<file path="src/rtl/wide_adder_ctrl_if.sv">
// Handshake/bus bundle between the multi-precision add sequencer and its requester.
interface wide_adder_ctrl_if #(
  parameter int NUM_WORDS = 4
);
  localparam int W = 16 * NUM_WORDS;

  logic         start;
  logic [W-1:0] a;
  logic [W-1:0] b;
  logic         carry_in;
  logic         busy;
  logic         done;
  logic [W-1:0] sum;
  logic         overflow;

  modport master (
    output start, a, b, carry_in,
    input  busy, done, sum, overflow
  );

  modport slave (
    input  start, a, b, carry_in,
    output busy, done, sum, overflow
  );
endinterface

</file>
<file path="src/rtl/wide_adder_ctrl.sv">
// Word-serial multi-precision adder: one shared 16-bit adder, LS word first,
// carry registered between words, full result published with a done pulse.
module adder_16bit (
  input  logic [15:0] a,
  input  logic [15:0] b,
  input  logic        carry_in,
  output logic [15:0] sum,
  output logic        overflow
);
  assign {overflow, sum} = {1'b0, a} + {1'b0, b} + {16'd0, carry_in};
endmodule

module wide_adder_ctrl #(
  parameter int NUM_WORDS = 4
) (
  input  logic              clk,
  input  logic              n_rst,
  wide_adder_ctrl_if.slave  bus
);
  localparam int IW = (NUM_WORDS > 1) ? $clog2(NUM_WORDS) : 1;
  localparam logic [IW-1:0] LAST = IW'(NUM_WORDS - 1);

  typedef enum logic [1:0] {S_IDLE, S_RUN, S_DONE} state_t;

  state_t                       r_state, w_next;
  logic [IW-1:0]                r_idx;
  logic                         r_carry;
  logic [NUM_WORDS-1:0][15:0]   r_a, r_b, r_work, r_sum;
  logic                         r_ovf;

  logic                         w_accept, w_last;
  logic [15:0]                  w_word_sum;
  logic                         w_word_co;
  logic [NUM_WORDS-1:0][15:0]   w_work_next;

  adder_16bit u_add (
    .a        (r_a[r_idx]),
    .b        (r_b[r_idx]),
    .carry_in (r_carry),
    .sum      (w_word_sum),
    .overflow (w_word_co)
  );

  assign w_last = (r_idx == LAST);

  always_comb begin
    w_next   = r_state;
    w_accept = 1'b0;
    case (r_state)
      S_IDLE: if (bus.start) begin
        w_accept = 1'b1;
        w_next   = S_RUN;
      end
      S_RUN:  if (w_last) w_next = S_DONE;
      S_DONE: begin
        w_next = S_IDLE;
        if (bus.start) begin
          w_accept = 1'b1;
          w_next   = S_RUN;
        end
      end
      default: w_next = S_IDLE;
    endcase
  end

  // Work register with the current word merged in, so the last word lands in sum directly.
  always_comb begin
    w_work_next        = r_work;
    w_work_next[r_idx] = w_word_sum;
  end

  always_ff @(posedge clk) begin
    if (!n_rst) r_state <= S_IDLE;
    else        r_state <= w_next;
  end

  always_ff @(posedge clk) begin
    if (!n_rst) begin
      r_idx   <= '0;
      r_carry <= 1'b0;
      r_a     <= '0;
      r_b     <= '0;
      r_work  <= '0;
      r_sum   <= '0;
      r_ovf   <= 1'b0;
    end else if (w_accept) begin
      r_a     <= bus.a;
      r_b     <= bus.b;
      r_carry <= bus.carry_in;
      r_idx   <= '0;
    end else if (r_state == S_RUN) begin
      r_work  <= w_work_next;
      r_carry <= w_word_co;
      if (w_last) begin
        r_sum <= w_work_next;
        r_ovf <= w_word_co;
      end else begin
        r_idx <= r_idx + 1'b1;
      end
    end
  end

  assign bus.busy     = (r_state == S_RUN);
  assign bus.done     = (r_state == S_DONE);
  assign bus.sum      = r_sum;
  assign bus.overflow = r_ovf;
endmodule

</file>
<file path="src/flat_wrapper.sv">
// flat-port wrapper written by rule: the top's interface ports become plain ports
module wide_adder_ctrl_flat 
#(
  parameter int NUM_WORDS = 4
)
  (clk, n_rst, bus_start, bus_a, bus_b, bus_carry_in, bus_busy, bus_done, bus_sum, bus_overflow);
  wide_adder_ctrl_if #(.NUM_WORDS(NUM_WORDS)) bus_i ();
  input  logic clk;
  input  logic n_rst;
  input wire logic [$bits(bus_i.start)-1:0] bus_start;
  input wire logic [$bits(bus_i.a)-1:0] bus_a;
  input wire logic [$bits(bus_i.b)-1:0] bus_b;
  input wire logic [$bits(bus_i.carry_in)-1:0] bus_carry_in;
  output wire logic [$bits(bus_i.busy)-1:0] bus_busy;
  output wire logic [$bits(bus_i.done)-1:0] bus_done;
  output wire logic [$bits(bus_i.sum)-1:0] bus_sum;
  output wire logic [$bits(bus_i.overflow)-1:0] bus_overflow;
  assign bus_i.start = bus_start;
  assign bus_i.a = bus_a;
  assign bus_i.b = bus_b;
  assign bus_i.carry_in = bus_carry_in;
  assign bus_busy = bus_i.busy;
  assign bus_done = bus_i.done;
  assign bus_sum = bus_i.sum;
  assign bus_overflow = bus_i.overflow;
  wide_adder_ctrl #(.NUM_WORDS(NUM_WORDS)) u_core (.clk(clk), .n_rst(n_rst), .bus(bus_i));
endmodule
</file>
<file path="config.mk">
export PLATFORM = sky130hd
export DESIGN_NAME = wide_adder_ctrl_flat
export DESIGN_NICKNAME = d
export VERILOG_FILES = /design/src/rtl/wide_adder_ctrl_if.sv /design/src/rtl/wide_adder_ctrl.sv /design/src/flat_wrapper.sv
export SDC_FILE = /design/constraint.sdc
export NUM_CORES = 1
export LEC_CHECK = 0
export CAP_MARGIN = 20
export CORE_ASPECT_RATIO = 1.75
export CORE_MARGIN = 3
export CORE_UTILIZATION = 39
export CTS_CLUSTER_DIAMETER = 50
export DETAILED_ROUTE_END_ITERATION = 7
export PLACE_DENSITY = 0.71
export RECOVER_POWER = 100
export SLEW_MARGIN = 20
export SYNTH_ARGS = -nofsm -noshare
export SYNTH_HDL_FRONTEND = slang
export SYNTH_SLANG_ARGS = --single-unit
</file>
<file path="constraint.sdc">
create_clock -name clk -period 4.85 [get_ports clk]
set_input_delay 0.485 -clock clk [delete_from_list [all_inputs] [get_ports clk]]
set_output_delay 0.485 -clock clk [all_outputs]
set_load 0.1 [all_outputs]
</file>
==> metrics.md, run 1 <==
| Metric | Value |
|---|---|
| TritonRoute pass-1 iters | 6 |
| Detailed-route wire length per cell | ~19 um |
| Vias in the first global route | between 9,000 and 10,000 |
| H-tree lvl count | 1 |
| CTS tree | yes |
| Tcrit/Tclk final | just over 80% |
| Max transition margin | -46.2% |
| Insertion delay to the later sink of the worst-skew pair | between 0.5 and 0.6 ns |
| Most frequent cells in the layout | nand2_1 (363), dfxtp_1 (245), a21oi_1 (213) |
| WL met3 | roughly 1100 um |
| Finished Cell Area | 13,300 sq um |
| Final HPWL DP | about 24,000 um |
| Commonest non-fill, non-tap cell in the layout | nand2_1 |
| Placed Area | ~13,000 sq um |
| Area share of the largest cell type after synthesis | a little under half |
| Async SR Flop Fraction | 0% |
| Core area | about 27,000 sq um |
| Syn Inst Count | 1,245 |
| Initial core utilization | between 30% and 40% |
| Netlist cell types | 48 |
| CTS clk-pin slew, worst paths | about 0.070 ns |
| Final WL | approximately 32,000 um |
| DR iter-0 viols | 688 |
| Seq cells post-synth | approximately 250 |
| Nets | 1,536 |
| Number of max-cap violations | 1 |
| First-pass GRT wire length | approximately 49,000 um |
| Chip width | approximately 130 um |
| Register area share after synthesis | between 40% and 50% |
| Critical path class | flop to flop |
| Syn Area/Cell | 8.48 sq um |
| Num ports | between 150 and 200 |
| Area growth syn-to-layout | 26.4% |
| Num CTS Buffers | 22 |
| Post-synth top flop | dfxtp_1 |
| DRC viols | 0 |
| TNS Setup | 0 ns |
| Die Span Y | 224 um |
| CTS max path bufs | 3 |
| Clock root buffer | clkbuf_16 |
| Hold Crit Class | flop to flop |
| Global Route Usage Sum | 21.4% |
| Final non-filler cell total | 1,721 |
| Met1 wire length | about 12,000 um |
| Inst Count DP | approximately 1,700 |
| Unrepaired setup endpoints after global routing | no |
| Fin. max-slew vios | ~130 |
| WP data arrival | between 4 and 5 ns |
| Post_cts resized | 0 |
| Max Fclk | about 250 MHz |
| CP Launch Type | flop |
| Lkg Pwr | about 5.0 nW |
| Crit. End Element | flop |
| Worst hold margin | ~0.45 ns |
| Post-synth EDFFs | 0 |
| Grt ovf | 0 |
| Syn nets | 1,398 |
| Hold_buf cts | 0 |
| PD cells | 342 nW/um^2 |
| CTS sink cnt | approximately 250 |
| Die area | 29,200 sq um |
| Outcome | complete, but fails checks |
| DR vias/cell | between 5 and 6 |
| Port bufs | ~200 |
| Worst slew pin tran | between 2 and 2.5 ns |
| Largest net degree at the start of global routing | about 130 |
| Worst endpoint required time | roughly 5.2 ns |
| Synth area leaders | dfxtp_1 (47%), nand2_1 (13%), a21oi_1 (10%) |
| Synth warn | 0 |
| Rows | 79 |
| Final Hold Vio Count | 0 |
| Worst clock skew | 0.0120 ns |
| Uppermost routed layer | met4 |
| Detailed-route via count | 9,270 |
| Proportion of layout cells with a drive suffix above 1 | between 6 and 7% |
| Maximum vdd drop | ~0.27 mV |
| Initial antenna violation count | 0 |
| GP Congestion | about 0.97 |
| Met2 Routed Length | about 17,000 um |
| Crit path max fanout | 21 |
| Number of setup buffers added after CTS | 0 |
| Final Setup Violations | 0 |
| Post-synth top area cell | dfxtp_1 |
| Fin crit period | ~4.0 ns |
| Cell area after synthesis | 10,600 sq um |
| Diode count | 0 |
| Routed Antenna Nets | 0 |
| Failing checks | capacitance limit, slew limit |
[kinds of logic (layout without fill, tap and decap cells)]
kind of cell,count (synthesis),after routing,share of synthesized area (%)
flip-flops,246,246,46.6
buffers and inverters,109,261,4.86
multiplexers,60,60,9.48
AO/OA/AOI/OAI,334,334,17.3
AND/OR/NAND/NOR,463,463,18.0
adder cells (fa/ha/maj),21,21,2.63
XOR/XNOR,12,12,1.07
[routing by layer]
layer  global-route usage [%]  vias up
met3                     2.00       73
met4                     10.8        0
li1                         -     4550
met1                     23.6     4412
met5                        0        -
met2                     39.9      235
[state kept, by name, summed over array words and instances (netlist names)]
signal	cells
u_core.r_idx	2
u_core.r_b	64
u_core.r_a	64
u_core.r_carry	1
u_core.r_work	48
u_core.bus.sum	64
u_core.r_state	2
u_core.bus.overflow	1
[area by class of cell]
class                           instances  area, sq um
Sequential cell                       246         4930
Multi-Input combinational cell        890         5130
Fill cell                            2473        13200
Clock buffer                           33          663
Timing Repair Buffer                  215         2100
Clock inverter                          5         82.6
Inverter                                8         33.8
Tap cell                              324          405
[Yosys cell counts, drive strengths merged (2+ instances only)]
master,count
nand2b,2
o21ai,57
o21a,2
nor2,37
o21bai,3
xnor2,8
nand4,2
a211o,3
and3,3
a211oi,23
a21oi,213
fa,2
nor4b,12
nor2b,9
xor2,4
inv,8
a31oi,18
mux2i,28
a31o,2
nand2,365
nor3,2
nand3,22
dfxtp,246
clkbuf,79
a21o,3
o211ai,5
ha,19
and2,6
buf,21
mux4,32
[final timing paths]
check        slack, ns  cells past startpoint            endpoint          startpoint
max               0.85                     10   u_core.r_work[27]     u_core.r_idx[1]
min               0.45                      2  u_core.bus.sum[18]  u_core.bus.sum[18]
max reg2reg       0.85                     10   u_core.r_work[27]     u_core.r_idx[1]
min reg2reg       0.45                      2  u_core.bus.sum[18]  u_core.bus.sum[18]
[through the flow]
step / utilization, % / setup WS [ns] / power [mW]
after floorplan: - / 1.49 / 2.55
after global placement: 47.5 / 1.19 / 2.80
after detailed placement: 47.5 / 1.15 / 2.81
after CTS: 50.3 / 1.13 / 4.59
after global routing: 50.2 / 0.558 / 4.72
final: 50.2 / 0.847 / 4.56
[critical path, cell delays in order, from the launching register on]
cell and delay, ns:
dfxtp_1 0.95, buf_4 0.38, mux4_2 0.38, ha_1 0.45
a211oi_1 0.31, o211ai_1 0.19, a31oi_1 0.34, xnor2_1 0.23
clkbuf_1 0.40, nand2_1 0.10, a21oi_1 0.15
[power breakdown]
part | internal, mW | switching (mW)
logic | 0.254 | 0.353
clock network | 1.05 | 0.743
registers | 2.10 | 0.0549
Power figures use the tool's default switching activity.
==> run 2: changes to the inputs <==
- PLACE_DENSITY: 0.71 -> 0.73
- clock period: 4.85 -> 3.5 ns (I/O delays scaled with it)
==> run 2 against run 1 <==
- wire length is 2.8% lower
- maximum frequency up 23%
- largest cell class unchanged
- the flow still finishes with violations (capacitance limit, slew limit)
- largest power group unchanged
- register-to-register slack lost 0.60 ns
- die area stayed put
- combinational power rose by 42%
==> metrics.md, run 2 (synthesized netlist as in run 1, its figures left out) <==
| Metric | Value |
|---|---|
| Crit path max fanout | 13 |
| Final WL | 31,200 um |
| Fin crit period | 3.26 ns |
| Max Fclk | approximately 310 MHz |
| Num ports | roughly 200 |
| Worst clock skew | ~0.013 ns |
| Most frequent cells in the layout | nand2_1 (363), dfxtp_1 (244), a21oi_1 (213) |
| Final Setup Violations | 0 |
| TritonRoute pass-1 iters | 7 |
| Inst Count DP | 1,699 |
| Unrepaired setup endpoints after global routing | no |
| Proportion of layout cells with a drive suffix above 1 | between 7 and 8% |
| Failing checks | capacitance limit, slew limit |
| Num CTS Buffers | 23 |
| CTS tree | yes |
| Finished Cell Area | between 10,000 and 15,000 sq um |
| Insertion delay to the later sink of the worst-skew pair | roughly 0.5 ns |
| Outcome | complete, but fails checks |
| Die Span Y | between 200 and 250 um |
| Place WS | 0.149 ns |
| Initial core utilization | about two fifths |
| GP Congestion | 0.886 |
| CP Launch Type | flop |
| Critical Path, Cell by Cell | buf_6 -> buf_4 -> mux4_2 -> ha_1 -> a21oi_1 -> o21ai_0 -> a222oi_1 -> buf_4 -> mux2i_1 -> a21oi_1 |
| Largest net degree at the start of global routing | 96 |
| CTS clk-pin slew, worst paths | roughly 0.060 ns |
| Grt ovf | 0 |
| Die area | 29,200 sq um |
| Nets | between 1,500 and 2,000 |
| Global Route Usage Sum | 20.7% |
| Rows | around 80 |
| Initial antenna violation count | 5 |
| Number of setup buffers added after CTS | 0 |
| Area growth syn-to-layout | 27.7% |
| Final WS setup | 0.244 ns |
| TNS Setup | 0 ns |
| Commonest non-fill, non-tap cell in the layout | nand2_1 |
| CTS max path bufs | 3 |
| Port bufs | a little under 200 |
| DRC viols | 0 |
| Clock root buffer | clkbuf_16 |
| H-tree lvl count | 1 |
| Worst slew pin tran | between 1.5 and 2 ns |
| Final non-filler cell total | about 1,700 |
| DR vias/cell | 5.36 |
| Hold Crit Class | input pin to flop |
| Worst hold margin | 0.389 ns |
| Final Hold Vio Count | 0 |
| Vias in the first global route | 9,100 |
| Power after layout | roughly 6.4 mW |
| Placed Area | around 13,000 sq um |
| Number of max-cap violations | 1 |
| Detailed-route via count | a little over 9,000 |
| First-pass GRT wire length | around 48,000 um |
| CTS sink cnt | approximately 250 |
| Crit. End Element | flop |
| Tcrit/Tclk final | between 90 and 100% |
| Core area | between 20,000 and 30,000 sq um |
| WP data arrival | about 3.7 ns |
| Chip width | about 130 um |
| Detailed-route wire length per cell | between 15 and 20 um |
| DR iter-0 viols | 682 |
| Fin. max-slew vios | between 50 and 60 |
| Final HPWL DP | 22,800 um |
| Critical path class | flop to flop |
| Maximum vdd drop | between 0.2 and 0.3 mV |
| Routed Antenna Nets | 0 |
| PD cells | between 400 and 500 nW/um^2 |
| Max transition margin | -31.0% |
| Slowest-stage cell, CP | mux4_2 |
| Lkg Pwr | ~5 nW |
| Worst endpoint required time | between 3 and 4 ns |
| Max incr delay on CP | between 0.5 and 0.6 ns |
| Final core occ | approximately 51% |
==> run 2: final cells by class <==
cell class | count | area [sq um]
sequential | 246 | 4930
multi-input combinational | 890 | 5130
inverter | 8 | 35.0
tap | 324 | 405
clock inverter | 7 | 92.6
clock buffer | 32 | 669
fill | 2481 | 13100
timing repair buffer | 231 | 2210
antenna | 5 | 12.5
==> run 2: power by group <==
part / internal, mW / leakage, nW / switching, mW
logic: 0.366 / 2.68 / 0.495
registers: 2.91 / 2.00 / 0.0614
clock network: 1.48 / 0.367 / 1.04
==> run 2: path summary, 6_finish.rpt <==
check / end / startpoint / cells past startpoint / slack, ns
hold reg to reg: u_core.bus.sum[23] / u_core.bus.sum[23] / 2 / 0.45
setup / recovery: u_core.bus.sum[9] / u_core.r_idx[0] / 10 / 0.24
hold / removal: u_core.r_a[47] / bus_a[47] / 3 / 0.39
setup reg to reg: u_core.bus.sum[9] / u_core.r_idx[0] / 10 / 0.24
==> run 2: per-layer routing <==
| metal | track usage (%) | up-vias | share of wire, % |
|---|---|---|---|
| met1 | 22.8 | 4386 | 37 |
| met3 | 2.05 | 82 | 3.5 |
| met4 | 11.4 | 0 | 5.8 |
| met5 | 0 | - | 0 |
| li1 | - | 4582 | - |
| met2 | 38.0 | 295 | 53 |
==> run 2: worst max-delay path, delay by kind of cell (launching register included) <==
family          cells  cell delay (ns)
compound gates      4             1.09
buf+inv             3             0.72
flops               1             0.38
mux                 2             0.60
fa+ha+maj           1             0.40
==> run 2: repair_timing <==
| item | CTS | global route |
|---|---|---|
| setup endpoints to repair | 0 | 8 |
| gates resized for setup | 0 | 2 |
| hold buffers | 0 | 0 |
==> run 3: changes to the inputs <==
--- a/config.mk
+++ b/config.mk
@@ -18,2 +18,3 @@
 export SYNTH_HDL_FRONTEND = slang
+export SYNTH_HIERARCHICAL = 1
 export SYNTH_SLANG_ARGS = --single-unit
==> constraint.sdc (replaced) <==
create_clock -name clk -period 3.5 [get_ports clk]
set_input_delay 0.7 -clock clk [delete_from_list [all_inputs] [get_ports clk]]
set_output_delay 0.7 -clock clk [all_outputs]
set_load 0.1 [all_outputs]
==> run 3 against run 2 <==
- the run now ends clean
- maximum frequency fell by 3.3%
- non-clock buffer count fell by 10
- first-iteration DRC count fell by 29%
- power fell by 2.2%
==> metrics.md, run 3 <==
| Metric | Value |
|---|---|
| Area growth syn-to-layout | 25.8% |
| Max Fclk | roughly 300 MHz |
| Nets | 1,423 |
| Slowest-stage cell, CP | mux4_2 |
| Final WS setup | 0.131 ns |
| Max incr delay on CP | ~0.53 ns |
| Seq cells post-synth | around 250 |
| Async SR Flop Fraction | 0% |
| Outcome | finished, final reports clean |
| Initial antenna violation count | 2 |
| CTS clk-pin slew, worst paths | ~0.06 ns |
| Met2 Routed Length | 15,600 um |
| Most frequent cells in the layout | nand2_1 (276), dfxtp_1 (244), clkdlybuf4s50_1 (129), a21boi_0 (129) |
| Number of setup buffers added after CTS | 0 |
| Largest net degree at the start of global routing | 114 |
| WP buf/inv | 0 |
| Inst Count DP | roughly 1,600 |
| Syn Area/Cell | between 9 and 10 sq um |
| Detailed-route wire length per cell | 17.7 um |
| Number of max-cap violations | 0 |
| Lkg Pwr | about 5 nW |
| Post-synth EDFFs | 0 |
| Worst slew pin tran | between 1 and 1.5 ns |
| DRC viols | 0 |
| PD cells | approximately 460 nW/um^2 |
| Hold Crit Class | flop to flop |
| Crit path max fanout | 4 |
| CP Launch Type | flop |
| Critical Path, Cell by Cell | mux4_2 -> fa_1 -> fa_2 -> a21oi_2 -> o21ai_2 -> a21oi_2 -> o311ai_4 -> a221o_1 -> a21o_1 -> a22oi_1 -> a21boi_0 |
| CTS tree | yes |
| Cell area after synthesis | 10,700 sq um |
| First-pass GRT wire length | roughly 45,000 um |
| Port bufs | between 150 and 200 |
| Final Hold Vio Count | 0 |
| Insertion delay to the later sink of the worst-skew pair | approximately 0.50 ns |
| Crit path max-delay family | compound AO/OA/AOI/OAI gates |
| Tcrit/Tclk final | a little over nine tenths |
| Post-synth top flop | dfxtp_1 |
| GP Congestion | about 0.86 |
| CTS sink cnt | about 250 |
| Final HPWL DP | between 20,000 and 25,000 um |
| Critical path class | flop to flop |
| Post-synth top area cell | dfxtp_1 |
| Vias in the first global route | just over 8,000 |
| Num CTS Buffers | 23 |
| WP data arrival | 3.75 ns |
| Top-count cell post-synth | nand2_1 |
| Fin. max-slew vios | 0 |
| Maximum vdd drop | 0.349 mV |
| Crit. End Element | flop |
| Uppermost routed layer | met4 |
| Place WS | approximately 0.08 ns |
| Chip width | about 130 um |
| DR iter-0 viols | slightly below 500 |
| Synth cell count leaders | nand2_1 (277), dfxtp_1 (246), a21boi_0 (110), o21ai_0 (53), nand3_1 (52) |
| TritonRoute pass-1 iters | 5 |
| Final Setup Violations | 0 |
| Core area | between 20,000 and 30,000 sq um |
| Fin crit period | roughly 3.4 ns |
| Global Route Usage Sum | roughly a fifth |
| H-tree lvl count | 1 |
| Syn Inst Count | approximately 1,100 |
| Met1 wire length | 11,500 um |
| Grt ovf | 0 |
| Register area share after synthesis | 46.0% |
| Clock root buffer | clkbuf_16 |
| Num ports | a little under 200 |
| Netlist cell types | 50 |
| Worst hold margin | ~0.46 ns |
| Final WL | about 29,000 um |
| Area share of the largest cell type after synthesis | a little under half |
| Synth area leaders | dfxtp_1 (46%), nand2_1 (9.7%), a21boi_0 (7.7%) |
| Unrepaired setup endpoints after global routing | yes |
| Final non-filler cell total | about 1,700 |
| WL met3 | 1120 um |
| FILL cells | between 2,000 and 2,500 |
| Worst clock skew | around 0.0095 ns |
| DR vias/cell | slightly above 5 |
| CP most frequent cell | a21oi_2 |
| Rows | 79 |
| Die Span Y | around 230 um |
| Syn nets | approximately 1,300 |
| Initial core utilization | roughly 40% |
| Detailed-route via count | 8,516 |
| Synth warn | 6 |
| Max transition margin | 5.63% |
| Routed Antenna Nets | 0 |
| Proportion of layout cells with a drive suffix above 1 | about a tenth |
| Die area | ~30,000 sq um |
| Worst endpoint required time | between 3 and 4 ns |
| CTS max path bufs | 3 |
| Commonest non-fill, non-tap cell in the layout | nand2_1 |
[run 3: path summary, 6_finish.rpt]
kind	start	to	slack, ns	depth (start not counted)
hold / removal	u_core/bus.sum[2]	u_core/bus.sum[2]	0.46	1
hold reg to reg	u_core/bus.sum[2]	u_core/bus.sum[2]	0.46	1
setup / recovery	u_core/r_idx[0]	u_core/r_carry	0.13	11
setup reg to reg	u_core/r_idx[0]	u_core/r_carry	0.13	11
[run 3: timing repair]
item | in CTS | in global routing
endpoints found under the setup margin | 0 | 43
resized for setup | 0 | 12
hold buffers | 0 | 0
[run 3: metal layers]
| metal | track usage, % | up-vias |
|---|---|---|
| met5 | 0 | - |
| met4 | 7.36 | 0 |
| met3 | 1.99 | 53 |
| met2 | 36.0 | 227 |
| met1 | 21.9 | 4042 |
| li1 | - | 4194 |
[run 3: cell families (layout without fill, tap and decap cells)]
family,Yosys count,count (layout),synth area share (%)
flip-flops,246,246,46.0
other,0,2,0
multiplexers,81,81,11.3
AO/OA/AOI/OAI,284,284,19.6
XOR/XNOR,15,15,1.23
AND/OR/NAND/NOR,368,368,14.2
buffers and inverters,101,269,4.99
adder cells (fa/ha/maj),21,21,2.60
[run 3: power breakdown]
part / total (mW) / leakage [nW] / internal (mW) / switching, mW
Sequential: 2.96 / 2.00 / 2.91 / 0.0577
Clock: 2.43 / 0.358 / 1.39 / 1.05
Combinational: 0.819 / 2.66 / 0.373 / 0.445
Total: 6.22 / 5.02 / 4.67 / 1.55
[run 3: final cells by class]
type	count	area (sq um)	share of cell area, %
clock inverters	7	70.1	0.520
clock buffers	32	659	4.90
repair buffers	221	2010	14.9
diodes	2	5.00	0.0372
multi-input cells	769	5300	39.4
flip-flops and latches	246	4930	36.6
well taps	364	455	3.38
inverters	9	33.8	0.251
[run 3: metrics by stage]
stage	util [%]	power [mW]	instance area, sq um	TNS [ns]
final	50.3	6.22	13500	0
after global routing	50.3	6.45	13500	-0.0144
after CTS	50.5	6.27	13500	0
after detailed placement	47.8	3.85	12800	0
after global placement	47.7	3.82	12800	0
after floorplan	-	3.52	10700	0
